**config.mk**
```make
export PLATFORM = sky130hd
export DESIGN_NAME = sid_bus_initiator_flat
export DESIGN_NICKNAME = d
export VERILOG_FILES = /design/src/rtl/sid_bus_pkg.sv /design/src/rtl/sid_bus_initiator_if.sv /design/src/rtl/sid_timeout_ctr.sv /design/src/rtl/sid_bus_initiator.sv /design/src/flat_wrapper.sv
export SDC_FILE = /design/constraint.sdc
export NUM_CORES = 1
export LEC_CHECK = 0
export BUFFER_PORTS_ARGS = -buffer_cell sky130_fd_sc_hd__buf_2
export CORE_MARGIN = 10
export CORE_UTILIZATION = 30
export DETAILED_ROUTE_END_ITERATION = 8
export GPL_TIMING_DRIVEN = 1
export PLACE_DENSITY_LB_ADDON = 0.15
export SKIP_CTS_REPAIR_TIMING = 1
export SLEW_MARGIN = 20
export SYNTH_ARGS = -nofsm -noshare
export SYNTH_HDL_FRONTEND = slang
export SYNTH_SLANG_ARGS = --single-unit
```
**constraint.sdc**
```tcl
create_clock -name clk -period 4 [get_ports clk]
set_input_delay 0.2 -clock clk [delete_from_list [all_inputs] [get_ports clk]]
set_output_delay 0.2 -clock clk [all_outputs]
set_load 0.005 [all_outputs]
```
**src/rtl/sid_bus_pkg.sv**
```systemverilog
// rtl/sid_bus_pkg.sv - shared types and constants for the SCSI-ID config register bus
package sid_bus_pkg;

    typedef enum logic [2:0] {
        IDLE   = 3'd0,
        SETUP  = 3'd1,
        STROBE = 3'd2,
        HOLD   = 3'd3,
        RECOV  = 3'd4
    } sid_state_e;

    localparam logic [7:0] SID_CFG_RESET       = 8'hFF;
    localparam int         SID_DEFAULT_TIMEOUT = 15;

    // Plain-vector state codes for the FSM register.
    localparam logic [2:0] ST_IDLE   = IDLE;
    localparam logic [2:0] ST_SETUP  = SETUP;
    localparam logic [2:0] ST_STROBE = STROBE;
    localparam logic [2:0] ST_HOLD   = HOLD;
    localparam logic [2:0] ST_RECOV  = RECOV;

    function automatic logic [7:0] sid_u8(input int v);
        return v[7:0];
    endfunction

endpackage

```
**src/rtl/sid_bus_initiator_if.sv**
```systemverilog
// rtl/sid_bus_initiator_if.sv - byte-wide local register bus between initiator and responder
interface sid_bus_initiator_if;
    logic       cyc;
    logic       DOE;
    logic       DS0_n;
    logic       READ;
    logic [7:0] DOUT;
    logic [7:0] DIN;
    logic       dtack;

    modport master (
        output cyc, DOE, DS0_n, READ, DOUT,
        input  DIN, dtack
    );

    modport slave (
        input  cyc, DOE, DS0_n, READ, DOUT,
        output DIN, dtack
    );
endinterface

```
**src/rtl/sid_timeout_ctr.sv**
```systemverilog
// rtl/sid_timeout_ctr.sv - loadable 8-bit down-counter with zero flag
module sid_timeout_ctr (
    input  logic       clk,
    input  logic       IORST,
    input  logic       load,
    input  logic [7:0] load_val,
    input  logic       dec,
    output logic [7:0] count,
    output logic       zero
);

    always_ff @(posedge clk) begin
        if (IORST) begin
            count <= 8'd0;
        end else if (load) begin
            count <= load_val;
        end else if (dec && (count != 8'd0)) begin
            count <= count - 8'd1;
        end
    end

    assign zero = (count == 8'd0);

endmodule

```
**src/rtl/sid_bus_initiator.sv**
```systemverilog
// rtl/sid_bus_initiator.sv - one-at-a-time request to cyc/DOE/DS0_n/READ strobe sequencer
module sid_bus_initiator
    import sid_bus_pkg::*;
#(
    parameter int TIMEOUT  = SID_DEFAULT_TIMEOUT,
    parameter int RECOVERY = 1
) (
    input  logic                       clk,
    input  logic                       IORST,
    input  logic                       req_valid,
    output logic                       req_ready,
    input  logic                       req_write,
    input  logic [7:0]                 req_wdata,
    output logic                       rsp_valid,
    output logic [7:0]                 rsp_rdata,
    output logic                       rsp_err,
    sid_bus_initiator_if.master        bus
);

    localparam logic [7:0] TIMEOUT_U8 = sid_u8(TIMEOUT);
    localparam logic [7:0] RECOV_LOAD = sid_u8(RECOVERY - 1);

    logic [2:0] state;
    logic       wr_q;
    logic       ctr_load;
    logic [7:0] ctr_load_val;
    logic       ctr_dec;
    logic [7:0] ctr_count;
    logic       ctr_zero;

    // One counter serves both the strobe timeout and the recovery gap.
    sid_timeout_ctr u_ctr (
        .clk      (clk),
        .IORST    (IORST),
        .load     (ctr_load),
        .load_val (ctr_load_val),
        .dec      (ctr_dec),
        .count    (ctr_count),
        .zero     (ctr_zero)
    );

    always_comb begin
        ctr_load     = 1'b0;
        ctr_load_val = TIMEOUT_U8;
        ctr_dec      = 1'b0;
        case (state)
            ST_SETUP:  ctr_load = 1'b1;
            ST_STROBE: ctr_dec  = !bus.dtack;
            ST_HOLD: begin
                ctr_load     = 1'b1;
                ctr_load_val = RECOV_LOAD;
            end
            ST_RECOV:  ctr_dec  = 1'b1;
            default: ;
        endcase
    end

    always_ff @(posedge clk) begin
        if (IORST) begin
            state     <= ST_IDLE;
            wr_q      <= 1'b0;
            req_ready <= 1'b0;
            rsp_valid <= 1'b0;
            rsp_rdata <= SID_CFG_RESET;
            rsp_err   <= 1'b0;
            bus.cyc   <= 1'b0;
            bus.DOE   <= 1'b0;
            bus.DS0_n <= 1'b1;
            bus.READ  <= 1'b1;
            bus.DOUT  <= 8'h00;
        end else begin
            rsp_valid <= 1'b0;
            case (state)
                ST_IDLE: begin
                    if (!req_ready) begin
                        req_ready <= 1'b1;
                    end else if (req_valid) begin
                        wr_q      <= req_write;
                        bus.READ  <= !req_write;
                        bus.DOUT  <= req_wdata;
                        bus.cyc   <= 1'b1;
                        req_ready <= 1'b0;
                        state     <= ST_SETUP;
                    end
                end
                ST_SETUP: begin
                    bus.DOE   <= 1'b1;
                    bus.DS0_n <= 1'b0;
                    state     <= ST_STROBE;
                end
                ST_STROBE: begin
                    // dtack is checked first so it wins over an expiring counter.
                    if (bus.dtack || ctr_zero) begin
                        if (bus.dtack && !wr_q) begin
                            rsp_rdata <= bus.DIN;
                        end
                        rsp_err   <= !bus.dtack;
                        rsp_valid <= 1'b1;
                        bus.DS0_n <= 1'b1;
                        bus.DOE   <= 1'b0;
                        bus.cyc   <= 1'b0;
                        state     <= ST_HOLD;
                    end
                end
                ST_HOLD: begin
                    if (RECOVERY == 0) begin
                        req_ready <= 1'b1;
                        state     <= ST_IDLE;
                    end else begin
                        state     <= ST_RECOV;
                    end
                end
                ST_RECOV: begin
                    if (ctr_zero) begin
                        req_ready <= 1'b1;
                        state     <= ST_IDLE;
                    end
                end
                default: state <= ST_IDLE;
            endcase
        end
    end

endmodule

```
**src/flat_wrapper.sv**
```systemverilog
// flat-port wrapper written by rule: the top's interface ports become plain ports
module sid_bus_initiator_flat import sid_bus_pkg::*;
#(
    parameter int TIMEOUT  = SID_DEFAULT_TIMEOUT,
    parameter int RECOVERY = 1
)
  (clk, IORST, req_valid, req_ready, req_write, req_wdata, rsp_valid, rsp_rdata, rsp_err, bus_cyc, bus_DOE, bus_DS0_n, bus_READ, bus_DOUT, bus_DIN, bus_dtack);
  sid_bus_initiator_if bus_i ();
  input  logic clk;
  input  logic IORST;
  input  logic req_valid;
  output logic req_ready;
  input  logic req_write;
  input  logic [7:0] req_wdata;
  output logic rsp_valid;
  output logic [7:0] rsp_rdata;
  output logic rsp_err;
  output wire logic [$bits(bus_i.cyc)-1:0] bus_cyc;
  output wire logic [$bits(bus_i.DOE)-1:0] bus_DOE;
  output wire logic [$bits(bus_i.DS0_n)-1:0] bus_DS0_n;
  output wire logic [$bits(bus_i.READ)-1:0] bus_READ;
  output wire logic [$bits(bus_i.DOUT)-1:0] bus_DOUT;
  input wire logic [$bits(bus_i.DIN)-1:0] bus_DIN;
  input wire logic [$bits(bus_i.dtack)-1:0] bus_dtack;
  assign bus_cyc = bus_i.cyc;
  assign bus_DOE = bus_i.DOE;
  assign bus_DS0_n = bus_i.DS0_n;
  assign bus_READ = bus_i.READ;
  assign bus_DOUT = bus_i.DOUT;
  assign bus_i.DIN = bus_DIN;
  assign bus_i.dtack = bus_dtack;
  sid_bus_initiator #(.TIMEOUT(TIMEOUT), .RECOVERY(RECOVERY)) u_core (.clk(clk), .IORST(IORST), .req_valid(req_valid), .req_ready(req_ready), .req_write(req_write), .req_wdata(req_wdata), .rsp_valid(rsp_valid), .rsp_rdata(rsp_rdata), .rsp_err(rsp_err), .bus(bus_i));
endmodule
```
=== Word-level counts from Yosys, hierarchy flattened ===
Index checks and enable logic that the tools add are counted.

* Register bits: 35
* Input bits: 21
* Logic and storage cells: 66

* $add $sub $neg: 1
* Equality and inequality tests: 8
* Mux-type cells: 22
* Bitwise gates (word level): 1
* Reductions and logical operators: 22

{| class="wikitable"
|+ Operator list
! operator !! count
|-
| 8-bit two-way mux || 2
|-
| 3-bit case mux with 5 select lines || 1
|-
| 3-bit two-way mux || 4
|-
| 1-bit case mux with 2 select lines || 5
|-
| 1-bit two-way mux || 9
|-
| 8-bit logical NOT || 1
|-
| 4-bit AND reduction || 2
|-
| 2-bit nonzero test || 4
|-
| 8-bit nonzero test || 1
|-
| 8-bit by 1-bit subtractor with 8-bit output, second input constant || 1
|-
| 3-bit by 2-bit equality test with 1-bit output, second input constant || 2
|-
| 2-bit by 1-bit inequality test with 1-bit output, second input constant || 3
|-
| 2-bit AND reduction || 3
|-
| 3-bit AND reduction || 2
|-
| 4-bit two-way mux || 1
|-
| 2-bit OR reduction || 2
|-
| 3-bit by 1-bit equality test with 1-bit output, second input constant || 1
|-
| 3-bit equality test, second input constant || 1
|-
| 1-bit logical NOT || 3
|-
| 3-bit logical NOT || 1
|-
| 1-bit logical AND || 2
|-
| 2-bit inequality test, second input constant || 1
|-
| 1-bit logical OR || 1
|-
| 1-bit NOT || 1
|}

=== Longest topological paths before layout ===
* Depth after elaboration: 5
* Gate-level depth with buffers: 6
* Mapped depth without buffers: 6

=== Hierarchy ===
A second synthesis with hierarchy kept.

* Cells, all modules: 184
* Area total of the unflattened synthesis: 1672.9 um^2

{| class="wikitable"
|+ Modules (own cells, without submodules)
! module !! instances !! cells an instance !! area each (um^2) !! sequential area each (um^2)
|-
| sid_bus_initiator || 1 || 125 || 1157.4 || 540.5
|-
| sid_timeout_ctr || 1 || 59 || 515.5 || 160.2
|}

=== Worst setup path after synthesis ===
Ideal clock, no wire load.

* Path kind: reg-to-reg
* From: register u_core.u_ctr.count[0]
* To: register u_core.u_ctr.count[3]
* Library setup time: 120 ps
* Arrival time: 1583 ps
* Data required time: 3880 ps
* Path slack: 2298 ps
* Stages on the path, launching flop included: 7
* Path buffers: 0
* Cell sequence: dfxtp_1 -> inv_1 -> ha_1 -> or3b_1 -> o41ai_1 -> nor3_1 -> o31a_1

* Word-level cells in the longest chain between the ends: 3

{| class="wikitable"
|+ Ends and longest elaborated chain
! element !! RTL line !! RTL
|-
| from (decl) || sid_timeout_ctr.sv:8 || <nowiki>output logic [7:0] count,</nowiki>
|-
| from (signal assigned) || sid_timeout_ctr.sv:16 || <nowiki>count <= load_val;</nowiki>
|-
| from (signal assigned) || sid_timeout_ctr.sv:18 || <nowiki>count <= count - 8'd1;</nowiki>
|-
| 8-bit by 1-bit subtractor with 8-bit output / 8-bit nonzero test (equally long branches) || sid_timeout_ctr.sv:18, sid_timeout_ctr.sv:17 ||
|-
| 8-bit two-way mux / 1-bit logical AND (equally long branches) || sid_timeout_ctr.sv:17 || <nowiki>end else if (dec && (count != 8'd0)) begin</nowiki>
|-
| 8-bit two-way mux / 2-bit nonzero test (equally long branches) || - ||
|}

Several ways; a longest one is shown, not always the timed one. The select of a mux whose other input is x is not followed.
A chain may end at the register's enable or synchronous reset.

=== Worst setup path in the final report ===
Same ends and word-level chain as after synthesis.

==> reports/metrics.csv <==
metric,value,unit
Final Hold Viols,0,
Die X,91.22,microns
Comb pwr share,0.252,
"Core Util, Final",0.3865,
Critical Path AT,1980,ps
I/O pin total,44,
Post-route DRC,0,
Worst R2R Start,u_core.u_ctr.count[0],
CP Class,flip-flop to flip-flop,
peak supply drop,0.1921,mV
antenna fix cells,0,
Crit Reg-Reg Endpoint,u_core.u_ctr.count[3],
clock group share of total power,0.284,
NetSw,0.0002775,W
largest family of logic cells by synthesized area,simple AND/OR/NAND/NOR gates,
aggregate global-route resource usage,0.09102,
"Min Clock Period, post-route",1811,ps
routed vias/inst,4.714,
hpwl dp,2667,microns
sequential share of power,0.464,
reg2reg setup slack,2190,ps
"most common cell after layout, fill and taps aside",buf_2,
"Primary FF master, synth",dfxtp_1,
CP Launch Point,u_core.u_ctr.count[0],
Max Cap Violations,0,
GRT Residual Overflow,0,
Syn Std Cell Area,1521,sq um
initial antenna violation count,0,
crit path max fanout,5,
syn avg cell area,8.596,sq um
Critical Path End Type,flip-flop,
largest net degree at the start of global routing,34,
share of layout cells above drive strength 1,0.2731,
CP Capture Point,u_core.u_ctr.count[3],
sequential area share after synthesis,0.4605,
H-tree depth,2,
die span in y,91.22,microns
Post-Synth Simple-Gate Area,0.3051,
worst skew pair latency,280,ps
WL per Instance,12.86,microns
P_int,0.0006254,W
clock sink count,35,
vias in the first global route,1352,
Synth Register Bits,35,
Adder-Cell Fraction of Synth Area,0.01645,
Compound-Gate Fraction of Synth Area,0.1637,
clock root cell,clkbuf_8,
FMAX,0.5521,GHz
Detailed Route WL,3638,microns
fill cell count,522,
period utilization,0.4528,
total negative slack,0,ps
GPL Wtd Cong,0.7512,
Synth Area in XOR/XNOR,0.005757,
syn nets,200,
wire length of the first global-routing pass,6382,microns
kind of start point of the critical path,flip-flop,
synth unique cells,41,
Worst Clk Skew,6.867,ps
dominant cell type by area after synthesis,dfxtp_1,
CP Data Required Time,4170,ps
Initial Utilization,0.3158,
Hold Path Class,input port to flip-flop,
reg2reg path depth,6,
worst slew pin tran,637.2,ps
"Slew Viols, Final",0,
clock tree buffer depth,2,
Die Area,8320,sq um
Num CTS Buffers,5,
Net Sw Frac,0.3073,
fin nets,239,
status,"finished, final reports clean",
Final setup viols,0,
Post-Synthesis Cells,177,
unrepaired setup endpoints after global routing,false,
Slew HR,0.5744,
synthesis-to-finish area growth,22.37,%
Vias,1334,
# rows,25,
pwr/cell area,485.0,nW/um^2
asr flop ratio synth,0,
# port buffers,43,
pre-CTS WS,2190,ps
most frequent cells in the layout,"buf_2 (43), nand2_1 (39), dfxtp_1 (35)",
Synth warnings,0,
core area,4817,sq um
1st-pass router iterations,4,
"top cells by area, synth","dfxtp_1 (46%), nand2_1 (9.6%), a21oi_1 (4.9%)",
Iteration-0 DRC Markers,76,
"Reg clk slew, reported paths",70,ps
post-synthesis mux area share,0.01316,
post-synth top area share,0.4605,
Pleak,0.7859,nW
setup slack after layout,2189,ps
DRT antenna net count,0,
Post-synth EDFFs,0,
CTS tree,yes,
power groups by stage:
stage	combinational, W	clock, W	sequential (W)
2_1_floorplan	0.000169	0	0.000418
3_3_place_gp	0.000234	0	0.000428
3_5_place_dp	0.000230	0	0.000427
4_1_cts	0.000232	0.000268	0.000419
5_1_grt	0.000262	0.000282	0.000426
6_report	0.000228	0.000256	0.000419
worst max-delay path, stage by stage, from the launching register on:
cell     delay (ps)
dfxtp_1         320
inv_1            90
ha_1            140
or3b_1          420
o41ai_1         360
nor3_1           80
o31a_1          280
registers in the layout, indices dropped and copies added, names as in the netlist:
name	count
u_core.bus.DOUT	8
u_core.rsp_rdata	8
u_core.u_ctr.count	8
u_core.state	3
u_core.bus.DOE	1
u_core.bus.DS0_n	1
u_core.bus.READ	1
u_core.bus.cyc	1
u_core.req_ready	1
u_core.rsp_err	1
u_core.rsp_valid	1
u_core.wr_q	1
per-layer routing:
metal,track usage,up-vias,part of all wire
met1,0.1134,596,0.50
met4,0.02742,0,0.012
met2,0.1390,33,0.42
met5,0,-,0
met3,0.03868,5,0.068
li1,-,700,-
stage by stage:
step,hold WS (ps),std cells,cell area (sq um),power (W)
finish,127.8,283,1862,0.0009029
global route,141.2,283,1862,0.0009703
CTS,119.0,283,1862,0.0009189
detailed placement,417.5,276,1774,0.0006571
global placement,416.9,276,1774,0.0006611
floorplan,296.6,177,1521,0.0005875
worst min path at each step:
stage,startpoint,end,depth (start not counted)
floorplan,bus_dtack,u_core.rsp_err,1
global placement,bus_DIN[7],u_core.rsp_rdata[7],3
detailed placement,bus_DIN[1],u_core.rsp_rdata[1],3
CTS,bus_DIN[4],u_core.rsp_rdata[4],3
global route,bus_DIN[0],u_core.rsp_rdata[0],3
finish,bus_DIN[7],u_core.rsp_rdata[7],3
layout make-up:
class,instances,area [sq um],share of cell area
Multi-Input combinational cell,129,767.0,0.4120
Inverter,2,7.507,0.004032
Timing Repair Buffer,43,215.2,0.1156
Sequential cell,35,700.7,0.3763
Tap cell,67,83.83,0.04503
Clock buffer,6,82.58,0.04435
Clock inverter,1,5.005,0.002688
kinds of logic after synthesis:
logic type	Yosys count
AOI/OAI and AO/OA	37
xor gates and xnor gates	1
adders and majority gates	2
buffers and inverters	13
DFF	35
muxes	2
and+or+nand+nor	87
Yosys cell counts, types with 3 or more instances:
master     n
nand3b_1  10
clkbuf_1   7
nand2_1   39
nor2_1     7
o21ai_0    4
buf_2      4
and3_1     4
a21oi_1   15
nor3_1     6
or2_2      3
dfxtp_1   35
o31a_1     3
Note: power is estimated with default switching activity, not from simulation.
